### config.mk
export PLATFORM = sky130hd
export DESIGN_NAME = pop_req_sequencer_flat
export DESIGN_NICKNAME = d
export VERILOG_FILES = /design/src/rtl/pop_req_sequencer_pkg.sv /design/src/rtl/pop_req_sequencer_if.sv /design/src/rtl/pop_req_sequencer_rsp_fifo.sv /design/src/rtl/pop_req_sequencer.sv /design/src/flat_wrapper.sv
export SDC_FILE = /design/constraint.sdc
export NUM_CORES = 1
export LEC_CHECK = 0
export CAP_MARGIN = 25
export CORE_ASPECT_RATIO = 0.6
export CORE_MARGIN = 2
export CORE_UTILIZATION = 40
export CTS_BUF_LIST = sky130_fd_sc_hd__clkbuf_4 sky130_fd_sc_hd__clkbuf_8 sky130_fd_sc_hd__clkbuf_16
export DETAILED_ROUTE_END_ITERATION = 8
export DONT_BUFFER_PORTS = 1
export MAX_ROUTING_LAYER = met4
export PLACE_DENSITY = 0.55
export SLEW_MARGIN = 10
export SYNTH_ARGS = -nofsm -noshare
export SYNTH_HDL_FRONTEND = slang
export SYNTH_HIERARCHICAL = 1
export SYNTH_SLANG_ARGS = --single-unit
### constraint.sdc
create_clock -name i_clk -period 5.86 [get_ports i_clk]
set_input_delay 0.293 -clock i_clk [delete_from_list [all_inputs] [get_ports i_clk]]
set_output_delay 0.293 -clock i_clk [all_outputs]
set_load 0.1 [all_outputs]
### src/rtl/pop_req_sequencer_pkg.sv
// Shared types and helpers for the pop request sequencer and its response FIFO.
package pop_req_sequencer_pkg;

   typedef enum logic [0:0] {
      ST_IDLE = 1'b0,
      ST_WAIT = 1'b1
   } seq_state_t;

   localparam int DEF_PTW     = 16;
   localparam int DEF_MTW     = 0;
   localparam int DEF_OCW     = 12;
   localparam int DEF_POP_LAT = 2;
   localparam int DEF_RQD     = 4;

   // Width of a down-counter that must hold values 0..lat-1.
   function automatic int lat_w(input int lat);
      return (lat <= 2) ? 1 : $clog2(lat);
   endfunction

endpackage

### src/rtl/pop_req_sequencer_if.sv
// Scheduler request/response, push-path notify and RPU-pair pop signals of the sequencer.
interface pop_req_sequencer_if #(
   parameter int DW  = 16,
   parameter int OCW = 12
);
   logic           i_deq_valid;
   logic           o_deq_ready;
   logic           o_rsp_valid;
   logic           i_rsp_ready;
   logic [DW-1:0]  o_rsp_data;
   logic           o_rsp_empty;
   logic           i_push_done;
   logic           o_pop;
   logic           i_pair_ready;
   logic [DW-1:0]  i_pop_data;
   logic [OCW-1:0] o_occupancy;
   logic           o_ovf;

   modport slave (
      input  i_deq_valid, i_rsp_ready, i_push_done, i_pair_ready, i_pop_data,
      output o_deq_ready, o_rsp_valid, o_rsp_data, o_rsp_empty, o_pop, o_occupancy, o_ovf
   );

   modport master (
      output i_deq_valid, i_rsp_ready, i_push_done, i_pair_ready, i_pop_data,
      input  o_deq_ready, o_rsp_valid, o_rsp_data, o_rsp_empty, o_pop, o_occupancy, o_ovf
   );
endinterface

### src/rtl/pop_req_sequencer_rsp_fifo.sv
// First-word-fall-through response FIFO; pointers carry an extra wrap bit for full/empty.
module pop_rsp_fifo #(
   parameter int W     = 17,
   parameter int DEPTH = 4,
   localparam int AW   = $clog2(DEPTH),
   localparam int PW   = AW + 1
) (
   input  logic          clk_i,
   input  logic          rst_ni,
   input  logic          wr_en_i,
   input  logic [W-1:0]  wr_data_i,
   input  logic          rd_en_i,
   output logic [W-1:0]  rd_data_o,
   output logic          empty_o,
   output logic [AW:0]   count_o
);

   logic [DEPTH-1:0][W-1:0] mem_q;
   logic [PW-1:0]           wr_ptr_q, wr_ptr_d;
   logic [PW-1:0]           rd_ptr_q, rd_ptr_d;
   logic                    rd_fire;

   assign empty_o   = (wr_ptr_q == rd_ptr_q);
   assign count_o   = wr_ptr_q - rd_ptr_q;
   assign rd_data_o = mem_q[rd_ptr_q[AW-1:0]];
   assign rd_fire   = rd_en_i && !empty_o;

   always_comb begin
      wr_ptr_d = wr_ptr_q;
      rd_ptr_d = rd_ptr_q;
      if (wr_en_i) wr_ptr_d = wr_ptr_q + PW'(1);
      if (rd_fire) rd_ptr_d = rd_ptr_q + PW'(1);
   end

   // The writer never targets a full FIFO, so write and read never share a slot.
   always_ff @(posedge clk_i or negedge rst_ni) begin
      if (!rst_ni) begin
         mem_q    <= '0;
         wr_ptr_q <= '0;
         rd_ptr_q <= '0;
      end else begin
         if (wr_en_i) mem_q[wr_ptr_q[AW-1:0]] <= wr_data_i;
         wr_ptr_q <= wr_ptr_d;
         rd_ptr_q <= rd_ptr_d;
      end
   end

endmodule

### src/rtl/pop_req_sequencer.sv
// Front end of the pop RPU pair: accepts dequeue requests, tracks tree occupancy,
// issues single-cycle pops and buffers popped elements for the response port.
module pop_req_sequencer
   import pop_req_sequencer_pkg::*;
#(
   parameter int PTW     = DEF_PTW,
   parameter int MTW     = DEF_MTW,
   parameter int OCW     = DEF_OCW,
   parameter int POP_LAT = DEF_POP_LAT,
   parameter int RQD     = DEF_RQD
) (
   input  logic                 i_clk,
   input  logic                 i_arst_n,
   pop_req_sequencer_if.slave   bus_io
);

   localparam int DW = MTW + PTW;
   localparam int AW = $clog2(RQD);
   localparam int LW = lat_w(POP_LAT);

   typedef struct packed {
      logic          empty;
      logic [DW-1:0] data;
   } rsp_t;

   seq_state_t     state_q, state_d;
   logic [LW-1:0]  lat_q, lat_d;
   logic [OCW-1:0] occ_q, occ_d;
   logic           ovf_q, ovf_d;

   logic           credit;
   logic           deq_ready;
   logic           accept;
   logic           pop_fire;
   logic           fifo_wr;
   logic           fifo_empty;
   logic [AW:0]    fifo_cnt;
   rsp_t           wr_rsp;
   rsp_t           rd_rsp;

   // An in-flight pop already owns one FIFO slot.
   assign credit    = (32'(fifo_cnt) + 32'(state_q != ST_IDLE)) < 32'(RQD);
   assign deq_ready = (state_q == ST_IDLE) && bus_io.i_pair_ready && credit;
   assign accept    = bus_io.i_deq_valid && deq_ready;

   always_comb begin
      state_d      = state_q;
      lat_d        = lat_q;
      pop_fire     = 1'b0;
      fifo_wr      = 1'b0;
      wr_rsp.empty = 1'b0;
      wr_rsp.data  = bus_io.i_pop_data;
      case (state_q)
         ST_IDLE: begin
            if (accept) begin
               if (occ_q == '0) begin
                  fifo_wr      = 1'b1;
                  wr_rsp.empty = 1'b1;
                  wr_rsp.data  = '1;
               end else begin
                  pop_fire = 1'b1;
                  lat_d    = LW'(POP_LAT - 1);
                  state_d  = ST_WAIT;
               end
            end
         end
         ST_WAIT: begin
            if (lat_q == '0) begin
               fifo_wr = 1'b1;
               state_d = ST_IDLE;
            end else begin
               lat_d = lat_q - LW'(1);
            end
         end
         default: state_d = ST_IDLE;
      endcase
   end

   always_ff @(posedge i_clk or negedge i_arst_n) begin
      if (!i_arst_n) begin
         state_q <= ST_IDLE;
         lat_q   <= '0;
      end else begin
         state_q <= state_d;
         lat_q   <= lat_d;
      end
   end

   // Push and pop in the same cycle cancel; a push at the ceiling is dropped and flagged.
   always_comb begin
      occ_d = occ_q;
      ovf_d = ovf_q;
      if (bus_io.i_push_done && !pop_fire) begin
         if (occ_q == '1) ovf_d = 1'b1;
         else             occ_d = occ_q + OCW'(1);
      end else if (pop_fire && !bus_io.i_push_done) begin
         occ_d = occ_q - OCW'(1);
      end
   end

   always_ff @(posedge i_clk or negedge i_arst_n) begin
      if (!i_arst_n) begin
         occ_q <= '0;
         ovf_q <= 1'b0;
      end else begin
         occ_q <= occ_d;
         ovf_q <= ovf_d;
      end
   end

   pop_rsp_fifo #(
      .W     ($bits(rsp_t)),
      .DEPTH (RQD)
   ) u_rsp_fifo (
      .clk_i     (i_clk),
      .rst_ni    (i_arst_n),
      .wr_en_i   (fifo_wr),
      .wr_data_i (wr_rsp),
      .rd_en_i   (bus_io.i_rsp_ready),
      .rd_data_o (rd_rsp),
      .empty_o   (fifo_empty),
      .count_o   (fifo_cnt)
   );

   assign bus_io.o_deq_ready = deq_ready;
   assign bus_io.o_pop       = pop_fire;
   assign bus_io.o_rsp_valid = !fifo_empty;
   assign bus_io.o_rsp_data  = rd_rsp.data;
   assign bus_io.o_rsp_empty = rd_rsp.empty;
   assign bus_io.o_occupancy = occ_q;
   assign bus_io.o_ovf       = ovf_q;

endmodule

### src/flat_wrapper.sv
// flat-port wrapper written by rule: the top's interface ports become plain ports
module pop_req_sequencer_flat import pop_req_sequencer_pkg::*;
#(
   parameter int PTW     = DEF_PTW,
   parameter int MTW     = DEF_MTW,
   parameter int OCW     = DEF_OCW,
   parameter int POP_LAT = DEF_POP_LAT,
   parameter int RQD     = DEF_RQD
)
  (i_clk, i_arst_n, bus_io_i_deq_valid, bus_io_i_rsp_ready, bus_io_i_push_done, bus_io_i_pair_ready, bus_io_i_pop_data, bus_io_o_deq_ready, bus_io_o_rsp_valid, bus_io_o_rsp_data, bus_io_o_rsp_empty, bus_io_o_pop, bus_io_o_occupancy, bus_io_o_ovf);
  pop_req_sequencer_if #(.DW((16)), .OCW(OCW)) bus_io_i ();
  input  logic i_clk;
  input  logic i_arst_n;
  input wire logic [$bits(bus_io_i.i_deq_valid)-1:0] bus_io_i_deq_valid;
  input wire logic [$bits(bus_io_i.i_rsp_ready)-1:0] bus_io_i_rsp_ready;
  input wire logic [$bits(bus_io_i.i_push_done)-1:0] bus_io_i_push_done;
  input wire logic [$bits(bus_io_i.i_pair_ready)-1:0] bus_io_i_pair_ready;
  input wire logic [$bits(bus_io_i.i_pop_data)-1:0] bus_io_i_pop_data;
  output wire logic [$bits(bus_io_i.o_deq_ready)-1:0] bus_io_o_deq_ready;
  output wire logic [$bits(bus_io_i.o_rsp_valid)-1:0] bus_io_o_rsp_valid;
  output wire logic [$bits(bus_io_i.o_rsp_data)-1:0] bus_io_o_rsp_data;
  output wire logic [$bits(bus_io_i.o_rsp_empty)-1:0] bus_io_o_rsp_empty;
  output wire logic [$bits(bus_io_i.o_pop)-1:0] bus_io_o_pop;
  output wire logic [$bits(bus_io_i.o_occupancy)-1:0] bus_io_o_occupancy;
  output wire logic [$bits(bus_io_i.o_ovf)-1:0] bus_io_o_ovf;
  assign bus_io_i.i_deq_valid = bus_io_i_deq_valid;
  assign bus_io_i.i_rsp_ready = bus_io_i_rsp_ready;
  assign bus_io_i.i_push_done = bus_io_i_push_done;
  assign bus_io_i.i_pair_ready = bus_io_i_pair_ready;
  assign bus_io_i.i_pop_data = bus_io_i_pop_data;
  assign bus_io_o_deq_ready = bus_io_i.o_deq_ready;
  assign bus_io_o_rsp_valid = bus_io_i.o_rsp_valid;
  assign bus_io_o_rsp_data = bus_io_i.o_rsp_data;
  assign bus_io_o_rsp_empty = bus_io_i.o_rsp_empty;
  assign bus_io_o_pop = bus_io_i.o_pop;
  assign bus_io_o_occupancy = bus_io_i.o_occupancy;
  assign bus_io_o_ovf = bus_io_i.o_ovf;
  pop_req_sequencer #(.PTW(PTW), .MTW(MTW), .OCW(OCW), .POP_LAT(POP_LAT), .RQD(RQD)) u_core (.i_clk(i_clk), .i_arst_n(i_arst_n), .bus_io(bus_io_i));
endmodule
==> results.sh, run 1 <==
export IMPL_tritoncts_num_sinks=89
export IMPL_critical_path_max_fanout=11
export IMPL_cts_buffers=9
export IMPL_clock_insertion_delay_worst_skew_ns=0.34
export IMPL_critPathSlowestCell="fa_1"
export IMPL_route_detailed_wl_per_inst_um=19.8
export IMPL_die_height_um=88.6
export IMPL_setup_worst_path_class="reg -> reg"
export IMPL_hold_violations=0
export IMPL_timing_clock_skew_ns=0.00401
export IMPL_tightest_slew_ns=1.08
export IMPL_grt_overflow=0
export IMPL_max_cap_viols=0
export IMPL_clk_path_buf_depth=2
export IMPL_final_nets=391
export IMPL_first_pass_iters=4
export IMPL_synth_avg_cell_area_um2=13.9
export IMPL_antenna_violations_before_repair=0
export IMPL_remaining_drc_errors=0
export IMPL_synth_net_count=384
export IMPL_post_route_period_util=0.740
export IMPL_unrepaired_setup_endpoints_after_global_routing="false"
export IMPL_grt_first_pass_wirelength_mm=16.4
export IMPL_cts_tree="done"
export IMPL_path_cells="inv_1, ha_1, inv_1, fa_1, xnor2_1, nand4bb_1, a31oi_2, buf_4, nor2_1, inv_1, fa_1, a211oi_1, o21ai_0, and3_1, a311o_1, mux2_2"
export IMPL_setup_total_negative_slack_ns=0
export IMPL_via_count=2819
export IMPL_ios=55
export IMPL_clock_tree_htree_level_count=3
export IMPL_antenna_left=0
export IMPL_layout_drive_gt1_share=0.285
export IMPL_buffer_ports_inserted=0
export IMPL_route_detailed_vias_per_inst=5.47
export IMPL_finalCriticalPeriod_ns=4.34
export IMPL_cts_setup_buffers=0
export IMPL_setup_viol_count_final=0
export IMPL_design_core_area_um2=11400
export IMPL_dp_hpwl_mm=6.87
export IMPL_max_clock_freq_mhz=230
export IMPL_critPathLaunchType="flop"
export IMPL_maxSlewViolCount=0
export IMPL_floorplan_initialDensity=0.417
export IMPL_global_route_usage_total=0.174
export IMPL_critical_path_required_ns=6.08
export IMPL_outcome="complete, no violations"
export IMPL_grt_max_degree=90
export IMPL_cp_arrival_ns=4.56
export IMPL_timing_critical_path_slowest_cell_delay_ns=0.49
export IMPL_path_common_cell="inv_1"
export IMPL_grt_pass1_vias=2874
export IMPL_timing_max_slew_rel_slack=0.282
export IMPL_number_of_instances_in_the_placed_design=496
export IMPL_clkTransAtPathRegs_ns=0.06
export IMPL_die_width_um=145
export IMPL_critical_path_top_delay_family="adder cells"
export IMPL_diodes=0
export IMPL_setup_worst_path_end_class="flop"
export IMPL_timing_hold_worst_class="in -> reg"
export IMPL_path_buf_inv=4
export IMPL_hold_slack_ns=0.0591
export IMPL_synth_cell_area_um2=4770
export IMPL_synthesized_netlist_cell_count=343
export IMPL_synthesis_yosys_warnings=6
export IMPL_placementRows=30
export IMPL_gp_routability_congestion=0.870
export IMPL_filler_cell_count=996
export IMPL_clk_root_buf="clkbuf_16"
export IMPL_drt_first_iter_violations=157
export IMPL_area_delta_synth_final_pct=11.4
export IMPL_die_area_um2=12900
export IMPL_post_route_util=0.464
export IMPL_layoutNonFillerInstCount=515
export IMPL_totalWireLength_mm=10.2
-- metrics by stage --
step,area (um^2),worst slack (ns)
floorplan,4770,0.380
global placement,4930,1.64
detailed placement,4940,1.55
CTS,5290,1.52
global route,5320,1.06
finish,5320,1.52
-- state kept, by name, summed over array words and instances, names as in the netlist --
signal                      flops
u_core/u_rsp_fifo/mem_q        68
u_core/bus_io.o_occupancy      12
u_core/u_rsp_fifo/rd_ptr_q      3
u_core/u_rsp_fifo/wr_ptr_q      3
u_core/bus_io.o_ovf             1
u_core/lat_q                    1
u_core/state_q                  1
-- layout make-up --
type	instances	area (um^2)	share of cell area
multi-input cells	231	2400	0.452
flip-flops and latches	89	2230	0.419
clock buffers	11	246	0.0464
well taps	160	200	0.0377
repair buffers	9	138	0.0259
clock inverters	5	63.8	0.0120
inverters	10	37.5	0.00706
-- cells in the final DEF, fill, tap and decap left out, drive strengths merged, types with 4 or more instances in the layout --
cell	instances
xor2	4
nor4	5
nor3	6
clkbuf	11
nand2b	17
ha	17
xnor2	10
mux4	17
a211oi	4
inv	11
buf	8
o21ai	11
a21o	5
dfrtp	89
nor2	11
a21oi	12
nand2	10
mux2	76
-- path summary, 6_finish.rpt --
path	slack, ns	cells past startpoint	endpoint	startpoint
setup / recovery	1.52	16	u_core/bus_io.o_occupancy[10]	u_core/u_rsp_fifo/wr_ptr_q[0]
hold / removal	0.06	1	u_core/u_rsp_fifo/rd_ptr_q[2]	bus_io_i_rsp_ready
setup reg to reg	1.52	16	u_core/bus_io.o_occupancy[10]	u_core/u_rsp_fifo/wr_ptr_q[0]
hold reg to reg	0.49	1	u_core/u_rsp_fifo/mem_q[14]	u_core/u_rsp_fifo/mem_q[14]
max in group asynchronous	4.96	2	u_core/u_rsp_fifo/mem_q[17]	i_arst_n
min in group asynchronous	0.54	2	u_core/bus_io.o_occupancy[1]	i_arst_n
-- timing repair --
item / in CTS / in global routing
hold buffers: 2 / 0
gates resized for setup: 0 / 0
endpoints found under the hold margin: 89 / 0
-- per-layer routing --
layer	track usage	wire length [um]
met4	0.0495	97
met1	0.252	5270
met3	0.0510	717
met5	-	0
met2	0.235	4110
Power of run 1 is left out: the tool's default activity adds up to more than one toggle a clock period on the data nets, which glitch-free logic cannot reach.
==> run 2, diff against run 1 <==
- ABC_AREA: not set -> 1
- clock period: 5.86 -> 4.1 ns (I/O delays scaled with it)
==> run 2 against run 1 <==
Net effect: worst hold slack worse by 0.046 ns; fmax rose by 23%; via count increased by 36%; wire length up 15%; highest routed layer unchanged.
==> results.sh, run 2 <==
export IMPL_route_detailed_wl_per_inst_um=15.4
export IMPL_maxSlewViolCount=0
export IMPL_top_register="u_core/u_rsp_fifo/mem_q"
export IMPL_mostFrequentLayoutCell="nand2_1"
export IMPL_finalCriticalPeriod_ns=3.53
export IMPL_setup_viol_count_final=0
export IMPL_synth_cell_area_um2=5070
export IMPL_multi_input_comb_area_um2=2490
export IMPL_setup_worst_path_class="reg -> reg"
export IMPL_grt_max_degree=90
export IMPL_remaining_drc_errors=0
export IMPL_critical_path_max_fanout=13
export IMPL_final_nets=633
export IMPL_diodes=0
export IMPL_post_route_period_util=0.861
export IMPL_max_cap_viols=0
export IMPL_die_height_um=91.2
export IMPL_tritoncts_num_sinks=89
export IMPL_timing_clock_skew_ns=0.0120
export IMPL_post_route_util=0.476
export IMPL_synth_net_count=613
export IMPL_area_delta_synth_final_pct=14.7
export IMPL_critical_path_required_ns=4.33
export IMPL_timing_hold_worst_class="in -> reg"
export IMPL_antenna_left=0
export IMPL_die_width_um=149
export IMPL_grt_first_pass_wirelength_mm=19.7
export IMPL_clk_path_buf_depth=2
export IMPL_drt_first_iter_violations=249
export IMPL_ios=55
export IMPL_dp_hpwl_mm=7.70
export IMPL_tightest_slew_ns=1.12
export IMPL_unrepaired_setup_endpoints_after_global_routing="false"
export IMPL_clkTransAtPathRegs_ns=0.06
export IMPL_grt_pass1_vias=3720
export IMPL_sequential_cell_area_um2=2230
export IMPL_critPathLaunchType="flop"
export IMPL_first_pass_iters=4
export IMPL_totalWireLength_mm=11.7
export IMPL_number_of_instances_in_the_placed_design=743
export IMPL_hold_violations=0
export IMPL_die_area_um2=13600
export IMPL_clk_root_buf="clkbuf_16"
export IMPL_synthesized_netlist_cell_count=572
export IMPL_max_clock_freq_mhz=283
export IMPL_placementRows=31
export IMPL_cts_buffers=9
export IMPL_clock_insertion_delay_worst_skew_ns=0.34
export IMPL_design_core_area_um2=12200
export IMPL_route_detailed_vias_per_inst=5.05
export IMPL_largest_register_ffs=68
export IMPL_setup_ws_ns=0.570
export IMPL_clock_tree_htree_level_count=3
export IMPL_via_count=3847
export IMPL_cp_arrival_ns=3.76
export IMPL_floorplan_initialDensity=0.415
export IMPL_layout_drive_gt1_share=0.270
export IMPL_global_route_usage_total=0.189
export IMPL_cts_setup_buffers=0
export IMPL_outcome="complete, no violations"
export IMPL_synth_avg_cell_area_um2=8.86
export IMPL_buffer_ports_inserted=0
export IMPL_timing_max_slew_rel_slack=0.256
export IMPL_preCtsSetupSlack_ns=0.606
export IMPL_antenna_violations_before_repair=0
export IMPL_setup_worst_path_end_class="flop"
export IMPL_gp_routability_congestion=0.974
export IMPL_layout_common_cells="nand2_1 (131), dfrtp_1 (89), o21ai_2 (58)"
export IMPL_grt_overflow=0
export IMPL_filler_cell_count=1159
export IMPL_synthesis_yosys_warnings=6
export IMPL_setup_total_negative_slack_ns=0
export IMPL_layoutNonFillerInstCount=762
export IMPL_cts_tree="done"
run 2: worst paths after layout:
check / from / endpoint / slack, ns / depth (start not counted)
worst max register to register: u_core/u_rsp_fifo/wr_ptr_q[0] / u_core/bus_io.o_occupancy[11] / 0.57 / 18
worst max-delay path: u_core/u_rsp_fifo/wr_ptr_q[0] / u_core/bus_io.o_occupancy[11] / 0.57 / 18
min in group asynchronous: i_arst_n / u_core/bus_io.o_occupancy[7] / 0.41 / 2
worst min-delay path: bus_io_i_rsp_ready / u_core/u_rsp_fifo/rd_ptr_q[1] / 0.01 / 2
worst min register to register: u_core/state_q / u_core/lat_q / 0.46 / 1
max in group asynchronous: i_arst_n / u_core/bus_io.o_occupancy[3] / 3.29 / 2
run 2: metal layers:
metal | part of all wire | wire length (um) | GRT usage
met1 | 0.53 | 6160 | 0.280
met2 | 0.42 | 4950 | 0.261
met3 | 0.047 | 546 | 0.0492
met4 | 0.0066 | 77 | 0.0381
met5 | 0 | 0 | -
run 2: what timing repair did:
action / in CTS / in global routing
gates resized for setup: 0 / 0
endpoints found under the hold margin: 90 / 0
hold buffers: 3 / 0
run 2: area by class of cell:
class,count,share of cell area
Sequential cell,89,0.383
Clock buffer,11,0.0424
Multi-Input combinational cell,406,0.428
Inverter,52,0.0349
Clock inverter,5,0.00710
Tap cell,165,0.0355
Timing Repair Buffer,34,0.0689
run 2: through the flow:
| stage | hold slack [ns] | instance area [um^2] |
|---|---|---|
| finish | 0.0128 | 5810 |
| global route | 0.00444 | 5810 |
| CTS | 0.00291 | 5810 |
| detailed placement | -0.0887 | 5480 |
| global placement | -0.0869 | 5310 |
| floorplan | -0.0906 | 5070 |
run 2: critical path: stages (launching register included):
cell,delay (ns)
dfrtp_1,0.42
inv_1,0.13
ha_1,0.16
inv_1,0.05
fa_1,0.37
xnor2_1,0.34
nor3b_4,0.11
nand2_4,0.12
nand2_1,0.34
ha_1,0.49
nand2_1,0.09
nor2_1,0.23
nand2_1,0.09
nor2_1,0.12
nor2_1,0.07
nand2_1,0.09
nand3_1,0.08
nand2_1,0.07
nand2_1,0.05
Power of run 2 is left out for the same reason.
